--- src/rtl/div_unit_pkg.sv ---
// Shared parameters for the RV32M divide unit.
//   XLEN     : operand/result width
//   div_op_e : op select encodings (DIV/DIVU/REM/REMU)
//   state_e  : control FSM state encodings
package div_unit_pkg;

  localparam int XLEN  = 32;
  localparam int CNT_W = $clog2(XLEN) + 1;

  typedef enum logic [1:0] {
    DIV_OP  = 2'b00,
    DIVU_OP = 2'b01,
    REM_OP  = 2'b10,
    REMU_OP = 2'b11
  } div_op_e;

  typedef enum logic [1:0] {
    ST_IDLE = 2'd0,
    ST_CALC = 2'd1,
    ST_FIX  = 2'd2
  } state_e;

  // op[0]=0 selects the signed flavours, op[1]=1 selects remainder
  function automatic logic op_is_signed(input div_op_e op);
    return ~op[0];
  endfunction

  function automatic logic op_is_rem(input div_op_e op);
    return op[1];
  endfunction

endpackage

--- src/rtl/div_step.sv ---
// One restoring-division iteration (purely combinational).
//   rem_i : partial remainder (always < dvs_i)
//   quo_i : quotient/dividend shift register
//   dvs_i : divisor magnitude
//   rem_o : next partial remainder
//   quo_o : next quotient register, new quotient bit in [0]
module div_step
  import div_unit_pkg::*;
(
  input  logic [XLEN-1:0] rem_i,
  input  logic [XLEN-1:0] quo_i,
  input  logic [XLEN-1:0] dvs_i,
  output logic [XLEN-1:0] rem_o,
  output logic [XLEN-1:0] quo_o
);

  logic [XLEN:0] rem_sh;
  logic [XLEN:0] diff;
  logic          borrow;

  // One bit wider than XLEN: rem_sh can reach 2*dvs-1, and the top bit of
  // the difference is the borrow that decides restore vs keep.
  assign rem_sh = {rem_i, quo_i[XLEN-1]};
  assign diff   = rem_sh - {1'b0, dvs_i};
  assign borrow = diff[XLEN];

  assign rem_o = borrow ? rem_sh[XLEN-1:0] : diff[XLEN-1:0];
  assign quo_o = {quo_i[XLEN-2:0], ~borrow};

endmodule

--- src/rtl/div_unit.sv ---
// Iterative RV32M divider (DIV, DIVU, REM, REMU), one quotient bit/clock.
//   clk, rst_n : clock, async active-low reset
//   start      : request strobe, sampled only while idle
//   op         : operation select (div_op_e)
//   dividend   : rs1
//   divisor    : rs2
//   busy       : operation in flight (state != IDLE)
//   done       : one-cycle pulse, result valid
//   result     : quotient or remainder, held until next done
module div_unit
  import div_unit_pkg::*;
(
  input  logic            clk,
  input  logic            rst_n,
  input  logic            start,
  input  logic [1:0]      op,
  input  logic [XLEN-1:0] dividend,
  input  logic [XLEN-1:0] divisor,
  output logic            busy,
  output logic            done,
  output logic [XLEN-1:0] result
);

  localparam logic [XLEN-1:0] INT_MIN = {1'b1, {(XLEN-1){1'b0}}};

  state_e          state_q, state_d;
  div_op_e         op_q, op_d;
  logic            qneg_q, qneg_d;     // quotient must be negated
  logic            rneg_q, rneg_d;     // remainder takes dividend sign
  logic            special_q, special_d;
  logic [XLEN-1:0] rem_q, rem_d;
  logic [XLEN-1:0] quo_q, quo_d;
  logic [XLEN-1:0] dvs_q, dvs_d;
  logic [CNT_W-1:0] cnt_q, cnt_d;
  logic [XLEN-1:0] result_q, result_d;
  logic            done_q, done_d;

  // Operand decode at the request boundary
  div_op_e         op_in;
  logic            sgn_in, a_neg, b_neg;
  logic [XLEN-1:0] a_mag, b_mag;

  assign op_in  = div_op_e'(op);
  assign sgn_in = op_is_signed(op_in);
  assign a_neg  = sgn_in & dividend[XLEN-1];
  assign b_neg  = sgn_in & divisor[XLEN-1];
  assign a_mag  = a_neg ? (~dividend + 1'b1) : dividend;
  assign b_mag  = b_neg ? (~divisor  + 1'b1) : divisor;

  logic [XLEN-1:0] step_rem, step_quo;

  div_step u_step (
    .rem_i (rem_q),
    .quo_i (quo_q),
    .dvs_i (dvs_q),
    .rem_o (step_rem),
    .quo_o (step_quo)
  );

  always_ff @(posedge clk or negedge rst_n) begin
    if (!rst_n) begin
      state_q   <= ST_IDLE;
      op_q      <= DIV_OP;
      qneg_q    <= 1'b0;
      rneg_q    <= 1'b0;
      special_q <= 1'b0;
      rem_q     <= '0;
      quo_q     <= '0;
      dvs_q     <= '0;
      cnt_q     <= '0;
      result_q  <= '0;
      done_q    <= 1'b0;
    end else begin
      state_q   <= state_d;
      op_q      <= op_d;
      qneg_q    <= qneg_d;
      rneg_q    <= rneg_d;
      special_q <= special_d;
      rem_q     <= rem_d;
      quo_q     <= quo_d;
      dvs_q     <= dvs_d;
      cnt_q     <= cnt_d;
      result_q  <= result_d;
      done_q    <= done_d;
    end
  end

  always_comb begin
    state_d   = state_q;
    op_d      = op_q;
    qneg_d    = qneg_q;
    rneg_d    = rneg_q;
    special_d = special_q;
    rem_d     = rem_q;
    quo_d     = quo_q;
    dvs_d     = dvs_q;
    cnt_d     = cnt_q;
    result_d  = result_q;
    done_d    = 1'b0;

    unique case (state_q)
      ST_IDLE: begin
        if (start) begin
          op_d   = op_in;
          dvs_d  = b_mag;
          cnt_d  = '0;
          qneg_d = a_neg ^ b_neg;
          rneg_d = a_neg;
          if (divisor == '0) begin
            // RISC-V defines these; rem/quo hold raw final values
            special_d = 1'b1;
            quo_d     = '1;
            rem_d     = dividend;
            state_d   = ST_FIX;
          end else if (sgn_in && dividend == INT_MIN && divisor == '1) begin
            special_d = 1'b1;
            quo_d     = dividend;
            rem_d     = '0;
            state_d   = ST_FIX;
          end else begin
            special_d = 1'b0;
            quo_d     = a_mag;
            rem_d     = '0;
            state_d   = ST_CALC;
          end
        end
      end

      ST_CALC: begin
        rem_d = step_rem;
        quo_d = step_quo;
        cnt_d = cnt_q + 1'b1;
        if (cnt_q == CNT_W'(XLEN-1)) state_d = ST_FIX;
      end

      ST_FIX: begin
        done_d  = 1'b1;
        state_d = ST_IDLE;
        if (special_q)
          result_d = op_is_rem(op_q) ? rem_q : quo_q;
        else if (op_is_rem(op_q))
          result_d = rneg_q ? (~rem_q + 1'b1) : rem_q;
        else
          result_d = qneg_q ? (~quo_q + 1'b1) : quo_q;
      end

      default: state_d = ST_IDLE;
    endcase
  end

  assign busy   = (state_q != ST_IDLE);
  assign done   = done_q;
  assign result = result_q;

endmodule

--- config.mk ---
export PLATFORM = sky130hd
export DESIGN_NAME = div_unit
export DESIGN_NICKNAME = d
export VERILOG_FILES = /design/src/rtl/div_unit_pkg.sv /design/src/rtl/div_step.sv /design/src/rtl/div_unit.sv
export SDC_FILE = /design/constraint.sdc
export NUM_CORES = 1
export LEC_CHECK = 0
export ABC_AREA = 0
export CAP_MARGIN = 20
export CORE_MARGIN = 2
export CORE_UTILIZATION = 40
export CTS_CLUSTER_DIAMETER = 60
export DETAILED_ROUTE_END_ITERATION = 12
export GPL_TIMING_DRIVEN = 0
export MAX_ROUTING_LAYER = met4
export PLACE_DENSITY = 0.7
export SKIP_LAST_GASP = 1
export SYNTH_ARGS = -nofsm -noshare
export SYNTH_HDL_FRONTEND = slang
export SYNTH_SLANG_ARGS = --single-unit
export TNS_END_PERCENT = 10
--- constraint.sdc ---
create_clock -name clk -period 2.85 [get_ports clk]
set_input_delay 0.57 -clock clk [delete_from_list [all_inputs] [get_ports clk]]
set_output_delay 0.57 -clock clk [all_outputs]
set_load 0.01 [all_outputs]
* Word-level counts from Yosys, hierarchy flattened *
Index checks and enable logic that the tools add are counted.

word-level totals
  register bits after elaboration = 142
  bits of input ports = 69
  output and inout bits = 34
  logic and storage cells = 67

cells by class
  add/sub/neg operators = 6
  equality and inequality tests = 7
  mux-type cells = 25
  bitwise gates (word level) = 9
  reductions and logical operators = 9

operators by type and width
  operator                                              count
  two-way mux 32 bit                                    13
  adder 32 x 1 -> 32 bit (second input constant)        4
  NOT 32 bit                                            4
  case mux 32 bit (2 select lines)                      2
  equality test 32 bit (second input constant)          2
  subtractor 33 x 32 -> 33 bit                          1
  logical NOT 32 bit                                    1
  case mux 6 bit (2 select lines)                       1
  two-way mux 2 bit                                     4
  adder 6 x 1 -> 6 bit (second input constant)          1
  equality test 6 x 5 -> 1 bit (second input constant)  1
  two-way mux 6 bit                                     1
  AND reduction 2 bit                                   3
  inequality test 2 bit (second input constant)         2
  case mux 2 bit (2 select lines)                       1
  nonzero test 2 bit                                    2
  two-way mux 1 bit                                     3
  bitwise AND 1 bit                                     2
  equality test 2 x 1 -> 1 bit (second input constant)  1
  equality test 2 bit (second input constant)           1
  logical AND 1 bit                                     2
  logical NOT 2 bit                                     1
  NOT 1 bit                                             2
  XOR 1 bit                                             1

* Logic depth before layout (Yosys ltp) *
Gate-level depths: netlist (run 1).

  word-level depth = 7
  gate-level depth with buffers = 15

* Modules after synthesis *
A second synthesis (run 1) with hierarchy kept.

second synthesis, totals
  cell total of the unflattened synthesis = 1521
  area, all modules = 12197.9 µm²

modules (own cells, without submodules)
  module    times used  cells an instance  area an instance (µm²)  seq. area each (µm²)
  div_unit  1           1179               9709.3                  3528.4
  div_step  1           342                2488.6                  0.0

* Worst setup path after synthesis (run 1) *
Ideal clock, no wire load.

  kind = input -> register
  start point = input port divisor[0]
  end point = register rem_q[16]
  arrival time = 3213 ps
  data required time = 2773 ps
  slack = -441 ps
  stages = 12
  path buffers = 2
  cells stage by stage = inv_1 -> ha_1 -> or3b_1 -> or4_1 -> nor4_4 -> nand3b_2 -> or4_4 -> buf_6 -> nor2_8 -> buf_6 -> a21oi_1 -> a21oi_1

between the ends
  word-level cells in the longest chain between the ends = 4

RTL lines
  element                           RTL line         RTL
  start: declaration                div_unit.sv:18   input logic [XLEN-1:0] divisor,
  logical NOT 32 bit                div_unit.sv:109  if (divisor == '0) begin
  two-way mux 32 bit                div_unit.sv:109
  two-way mux 32 bit                div_unit.sv:103  if (start) begin
  case mux 32 bit (2 select lines)  div_unit.sv:101  unique case (state_q)
  end signal: assignment            div_unit.sv:79   rem_q <= rem_d;
  end: declaration                  div_unit.sv:31   logic [XLEN-1:0] rem_q, rem_d;

No other way between the ends. The select of a mux whose other input is x is not followed.
A chain may end at the register's enable or synchronous reset.

* Worst setup path in the final report (run 1) *
  start point = register rem_q[9]
  end point = register result_q[31] (netlist: result[31])

between the ends
  word-level cells in the longest chain between the ends = 5

RTL lines
  element                 RTL line         RTL
  NOT 32 bit              div_unit.sv:142  result_d = rneg_q ? (~rem_q + 1'b1) : rem_q;
  adder 32 x 1 -> 32 bit  div_unit.sv:142
  two-way mux 32 bit      div_unit.sv:142
  two-way mux 32 bit      div_unit.sv:141  else if (op_is_rem(op_q))
  two-way mux 32 bit      div_unit.sv:139  if (special_q)
  end signal: assignment  div_unit.sv:83   result_q <= result_d;
  end: declaration        div_unit.sv:35   logic [XLEN-1:0] result_q, result_d;

No other way between the ends.

==> results.py, run 1 <==
metrics = {
    "outcome": {
        "status": "complete, but fails checks",
        "violations": "setup timing",
    },
    "clocking": {
        "cts-buffers-inserted": 17,
        "ctsHoldBuffers": 0,
        "clock_latency_ns": 0.44,
        "clock_sinks": 141,
        "root_buffer": "clkbuf_16",
        "cts_htree_levels": 4,
        "cts.clk_slew.worst_paths_ns": 0.06,
        "clock_path_buffers": 2,
        "tritoncts": "yes",
    },
    "floorplanning": {
        "die_x_um": 170,
        "die_area_sq_um": 28800,
        "pin_count": 103,
        "num_rows": 60,
        "coreArea_sq_um": 27000,
        "die_h_um": 170,
        "start_util": 0.407,
    },
    "logic_synthesis": {
        "synth_area_sq_um": 11000,
        "yosys-top-cells-area": "dfrtp_1 32%, nand2_1 7.7%, o21ai_0 6.8%",
        "synth-main-ff-cell": "dfrtp_1",
        "synth_seq_cells": 141,
        "synth.distinct_cells": 74,
        "seq_area_frac_synth": 0.322,
        "syn-num-nets": 1509,
        "ys_warn_count": 0,
        "synth_cells": 1401,
        "synth_edf_count": 0,
        "async_reset_ff_frac": 1.00,
        "synth_top_area_frac": 0.322,
        "avgSynthCellArea_sq_um": 7.83,
        "yosysMostFrequentCell": "nand2_1",
        "netlist_top_cells_count": "224 x nand2_1, 149 x o21ai_0, 141 x dfrtp_1, 109 x a21oi_1, 97 x nor2_1",
        "synth.largest_area_cell": "dfrtp_1",
    },
    "global_routing": {
        "grt_util_all_layers": 0.276,
        "grt_pass1_wl_um": 59100,
        "grt_pass1_vias": 10700,
        "grt_max_degree": 84,
        "antenna_found_initial": 0,
        "overflow": 0,
    },
    "worst_setup_path": {
        "regToRegSetupSlack_ns": -0.50,
        "cp-end-kind": "flip-flop",
        "path_max_fanout": 4,
        "worstPathRequired_ns": 3.15,
        "crit_start": "rem_q[9]",
        "worstSetupStartpointType": "flip-flop",
        "worstPathArrival_ns": 3.65,
        "timing.rr.start": "rem_q[9]",
        "path_class": "flip-flop to flip-flop",
        "reg2regPathDepth": 10,
        "crit_buf_inv": 1,
        "crit_top_cell": "or4_4",
        "cp.depth": 10,
        "slowest_delay_ns": 0.55,
        "crit_path_end": "result[31]",
        "cp_top_family": "simple AND/OR/NAND/NOR gates",
        "critPathSlowestCell": "or4_4",
        "path_cells": "or4_4, or4b_4, or4_4, or4_4, nor2_4, buf_4, a31oi_1, xor2_1, mux2i_1, o21ai_1",
        "rr_endpoint": "result[31]",
    },
    "detailed_routing": {
        "dr.pass1.iters": 7,
        "wl_um": 39000,
        "met1_length_um": 16200,
        "post_drt_via_cell_ratio": 5.84,
        "routedWlPerCell_um": 20.4,
        "drc": 0,
        "postRouteAntennaNets": 0,
        "routed.top_layer": "met4",
        "wl_met2_um": 18600,
        "wl_met3_um": 2760,
        "drt_iter0_drc": 784,
        "routed-via-count": 11200,
    },
    "power": {
        "irDropWorstVdd_mv": 0.592,
        "power.leakage_nw": 5.70,
        "power_density_nw_per_um2": 1130,
    },
    "layout": {
        "antenna_cells": 0,
        "syn2layout_area_growth_pct": 28.9,
        "drive_above_1_share": 0.139,
        "fin_cells": 1914,
        "final_area_sq_um": 14100,
        "layout.nets": 1668,
    },
    "timing": {
        "max_slew.worst_pin.slew_ns": 1.16,
        "fin_crit_sh": 1.18,
        "skew_ns": 0.00991,
        "hold_viol": 0,
        "rsz0062_at_grt": "yes",
        "slew-limit-headroom": 0.226,
        "setup_viol": 71,
        "drv_slew": 0,
        "fin_crit_ns": 3.35,
        "fmaxAchievable_mhz": 298,
        "worst_slack_ns": -0.501,
    },
    "placed_design": {
        "place_hpwl_um": 29500,
        "placed_area_sq_um": 12500,
        "place_inst": 1845,
        "place.gp.congestion": 0.997,
        "pre_cts_slack_ns": -1.76,
        "io_buffers": 102,
    },
    "worst_hold_path": {
        "hold_class": "input pin to async pin",
    },
    "run": {
        "maxCapViolCount": 0,
    },
}
## cell usage in the layout (no fill, tap or decap), types with 11 or more instances in the layout
| cell type | count |
|---|---|
| xor2_1 | 66 |
| buf_4 | 34 |
| o41ai_1 | 11 |
| a21oi_1 | 101 |
| o31ai_1 | 20 |
| nor2_1 | 96 |
| a31oi_1 | 25 |
| inv_1 | 50 |
| ha_4 | 12 |
| clkdlybuf4s50_1 | 86 |
| o21ai_0 | 144 |
| nand4_1 | 14 |
| nand2_1 | 221 |
| nor3_1 | 25 |
| xnor2_1 | 71 |
| clkbuf_16 | 19 |
| dfrtp_1 | 125 |
| nand3_1 | 21 |
| and3_1 | 12 |
| a211oi_1 | 11 |
| dfrtp_2 | 16 |
| mux2i_1 | 12 |
| or3_1 | 19 |
| a32oi_1 | 21 |
| ha_1 | 22 |
| nand2b_1 | 17 |
| clkbuf_1 | 55 |
## cell type report
cell class              count  area [sq um]
fillers                  2575         12800
multi-input cells        1125          7440
flip-flops and latches    141          3550
repair buffers            145          1440
clock buffers              19           443
well taps                 341           427
plain buffers              77           402
inverters                  53           216
clock inverters            13           213
## how the worst min path moves through the flow
| stage | slack [ns] | cells after the start | endpoint | start |
|---|---|---|---|---|
| global route | 0.26 | 1 | result[5] | rst_n |
| floorplan | 0.27 | 0 | cnt_q[0] | rst_n |
| CTS | 0.23 | 1 | result[2] | rst_n |
| global placement | 0.46 | 2 | dvs_q[13] | dvs_q[13] |
| detailed placement | 0.47 | 2 | result[22] | result[22] |
| finish | 0.18 | 1 | result[5] | rst_n |
## metrics by stage
| step | util | hold WS, ns | TNS (ns) | total power [W] |
|---|---|---|---|---|
| 2_1_floorplan | - | 0.274 | -15.41 | 0.00943 |
| 3_3_place_gp | 0.462 | 0.461 | -730.54 | 0.0116 |
| 3_5_place_dp | 0.463 | 0.470 | -107.17 | 0.0117 |
| 4_1_cts | 0.507 | 0.225 | -16.51 | 0.0146 |
| 5_1_grt | 0.524 | 0.263 | -22.20 | 0.0170 |
| 6_report | 0.524 | 0.183 | -12.06 | 0.0159 |
## layer usage
layer,GRT usage,vias to the layer above
li1,-,5340
met1,0.337,5265
met2,0.459,473
met3,0.0422,97
met4,0.113,0
met5,-,-
## kinds of logic (layout without fill, tap and decap cells)
kind of cell | count (synthesis) | count (layout) | share of synthesized area
and+or+nand+nor | 505 | 506 | 0.219
AOI/OAI and AO/OA | 420 | 420 | 0.232
DFF | 141 | 141 | 0.322
xor gates and xnor gates | 137 | 137 | 0.109
buffers and inverters | 136 | 307 | 0.0487
adders and majority gates | 39 | 39 | 0.0452
muxes | 23 | 23 | 0.0233
## sequential cells by signal (all words and copies together) (netlist names)
| register | cells |
|---|---|
| rem_q | 32 |
| cnt_q | 6 |
| rneg_q | 1 |
| op_q | 1 |
| done | 1 |
| quo_q | 32 |
| special_q | 1 |
| result | 32 |
| qneg_q | 1 |
| state_q | 2 |
| dvs_q | 32 |
## timing repair
item,4_1_cts,5_1_grt
gates cloned,4,2
setup buffers,25,12
endpoints found under the setup margin,89,89
pin swaps,23,23
gates resized for setup,126,80
## power breakdown
group / internal (W) / switching [W] / leakage (nW) / total (W)
combinational: 0.00436 / 0.00507 / 3.72 / 0.00943
clock: 0.00158 / 0.000914 / 0.310 / 0.00250
sequential: 0.00277 / 0.00124 / 1.67 / 0.00401
total: 0.00871 / 0.00722 / 5.70 / 0.0159
Note: power is estimated with default switching activity, not from simulation.
==> inputs of run 2 (changes only) <==
--- a/config.mk
+++ b/config.mk
@@ -15,6 +15,7 @@
 export MAX_ROUTING_LAYER = met4
 export PLACE_DENSITY = 0.7
 export SKIP_LAST_GASP = 1
+export SLEW_MARGIN = 20
 export SYNTH_ARGS = -nofsm -noshare
 export SYNTH_HDL_FRONTEND = slang
 export SYNTH_SLANG_ARGS = --single-unit
==> constraint.sdc (replaced) <==
create_clock -name clk -period 2.85 [get_ports clk]
set_input_delay 0.285 -clock clk [delete_from_list [all_inputs] [get_ports clk]]
set_output_delay 0.285 -clock clk [all_outputs]
set_load 0.01 [all_outputs]
==> results.py, run 2 (synthesized netlist as in run 1, its figures left out) <==
metrics = {
    "outcome": {
        "status": "complete, but fails checks",
        "violations": "setup timing",
    },
    "timing": {
        "rsz0062_at_grt": "yes",
        "max_slew.worst_pin.slew_ns": 0.815,
        "fin_crit_ns": 3.27,
        "fmaxAchievable_mhz": 306,
        "drv_slew": 0,
        "slew-limit-headroom": 0.456,
        "fin_crit_sh": 1.15,
        "skew_ns": 0.0117,
        "worst_slack_ns": -0.421,
        "hold_viol": 0,
        "setup_viol": 61,
    },
    "layout": {
        "drive_above_1_share": 0.121,
        "final_area_sq_um": 13900,
        "n_fill_cell": 2534,
        "syn2layout_area_growth_pct": 26.4,
        "final_cell_mix": "223 x nand2_1, 142 x o21ai_0, 124 x dfrtp_1",
        "final_common_cell": "nand2_1",
        "fin_cells": 1910,
        "final_core_util": 0.514,
        "layout.nets": 1664,
        "antenna_cells": 0,
    },
    "run": {
        "maxCapViolCount": 0,
    },
    "floorplanning": {
        "num_rows": 60,
        "die_h_um": 170,
        "coreArea_sq_um": 27000,
        "die_area_sq_um": 28800,
        "pin_count": 103,
        "start_util": 0.407,
        "die_x_um": 170,
    },
    "power": {
        "power_density_nw_per_um2": 1140,
        "p_switching_w": 0.00731,
        "power.leakage_nw": 5.65,
        "swShare": 0.462,
        "clkPwrFrac": 0.142,
        "p_int_w": 0.00850,
        "seqPwrFrac": 0.249,
        "irDropWorstVdd_mv": 0.593,
        "comb_power_share": 0.609,
    },
    "clocking": {
        "cts.clk_slew.worst_paths_ns": 0.06,
        "cts_htree_levels": 4,
        "tritoncts": "yes",
        "cts-buffers-inserted": 17,
        "clock_latency_ns": 0.44,
        "clock_path_buffers": 2,
        "clock_sinks": 141,
        "root_buffer": "clkbuf_16",
    },
    "worst_setup_path": {
        "path_cells": "or4_4, or4b_4, or4_4, or4_4, nor2_4, a21oi_1, xnor2_1, mux2_2, o21ai_1",
        "worstSetupStartpointType": "flip-flop",
        "path_max_fanout": 5,
        "worstPathRequired_ns": 3.22,
        "cp-end-kind": "flip-flop",
        "worstPathArrival_ns": 3.64,
        "path_class": "flip-flop to flip-flop",
        "critPathSlowestCell": "or4_4",
        "slowest_delay_ns": 0.54,
        "crit_top_cell": "or4_4",
    },
    "placed_design": {
        "placed_area_sq_um": 12500,
        "place_inst": 1845,
        "place_hpwl_um": 29000,
        "io_buffers": 102,
        "place.gp.congestion": 1.03,
    },
    "global_routing": {
        "antenna_found_initial": 0,
        "grt_pass1_wl_um": 58500,
        "grt_pass1_vias": 10700,
        "grt_util_all_layers": 0.271,
        "grt_max_degree": 94,
        "overflow": 0,
    },
    "detailed_routing": {
        "wl_um": 38500,
        "routed-via-count": 11200,
        "post_drt_via_cell_ratio": 5.86,
        "drc": 0,
        "postRouteAntennaNets": 0,
        "dr.pass1.iters": 6,
        "drt_iter0_drc": 1013,
        "routedWlPerCell_um": 20.1,
    },
    "worst_hold_path": {
        "hold_class": "input pin to flip-flop",
    },
}
-- run 2: cell count changes in the layout (fill, tap and decap cells not counted), sizes merged --
cell | previous run | this run
nand2 | 226 | 225
clkdlybuf4s15 | 3 | 0
dlymetal6s2s | 0 | 9
clkinv | 3 | 5
clkdlybuf4s50 | 86 | 89
clkinvlp | 3 | 5
inv | 55 | 54
bufbuf | 1 | 0
dlygate4sd3 | 0 | 1
dlygate4sd2 | 4 | 1
bufinv | 5 | 2
clkbuf | 78 | 81
buf | 69 | 57
-- run 2: per-layer routing --
metal / wire, um / global-route usage / share of wire
met5: 0 / - / 0
met4: 1610 / 0.116 / 0.042
met3: 3370 / 0.0438 / 0.088
met2: 18000 / 0.442 / 0.47
met1: 15500 / 0.334 / 0.40
-- run 2: metrics by stage --
stage	power [W]	worst slack, ns	TNS, ns	hold WS (ns)
2_1_floorplan	0.00952	-0.252	-2.87	-0.0106
3_3_place_gp	0.0116	-4.19	-661.42	0.461
3_5_place_dp	0.0118	-1.41	-76.68	0.216
4_1_cts	0.0143	-0.467	-19.36	0.295
5_1_grt	0.0169	-0.528	-23.01	0.156
6_report	0.0158	-0.421	-12.25	0.125
-- run 2: final cells by class --
| type | count | area [sq um] | area share |
|---|---|---|---|
| clock buffer | 19 | 443 | 0.0320 |
| multi-input combinational | 1124 | 7300 | 0.527 |
| buffer | 79 | 399 | 0.0288 |
| clock inverter | 13 | 143 | 0.0103 |
| tap | 341 | 427 | 0.0308 |
| inverter | 53 | 199 | 0.0144 |
| sequential | 141 | 3550 | 0.256 |
| timing repair buffer | 140 | 1400 | 0.101 |
-- run 2: final timing paths --
| kind | start | end | slack, ns | depth (start not counted) |
|---|---|---|---|---|
| max in group asynchronous | rst_n | rem_q[23] | 1.70 | 3 |
| worst max-delay path | rem_q[9] | result[29] | -0.42 | 9 |
| worst min register to register | result[4] | result[4] | 0.48 | 2 |
| worst min-delay path | divisor[1] | dvs_q[1] | 0.13 | 3 |
| min in group asynchronous | rst_n | op_q[1] | 0.34 | 2 |
| worst max register to register | rem_q[9] | result[29] | -0.42 | 9 |
-- run 2: repair_timing --
item	in CTS	in global routing
hold endpoints to repair	48	0
hold buffers	1	0
setup buffers	12	19
cloned	1	4
pin swaps	9	25
gates resized for setup	48	93
setup endpoints to repair	85	90
-- run 2: worst max-delay path: cells and delay by family (launching register included) --
family | cells | cell delay, ns
AO/OA/AOI/OAI | 2 | 0.21
XOR/XNOR | 1 | 0.13
flip-flops | 1 | 0.44
multiplexers | 1 | 0.28
AND/OR/NAND/NOR | 5 | 2.14
-- run 2: power by group through the flow --
stage,clock network [W],logic [W],registers [W]
floorplan,0,0.00607,0.00345
global placement,0,0.00775,0.00389
detailed placement,0,0.00789,0.00393
CTS,0.00224,0.00818,0.00388
global route,0.00233,0.0106,0.00401
finish,0.00224,0.00964,0.00394
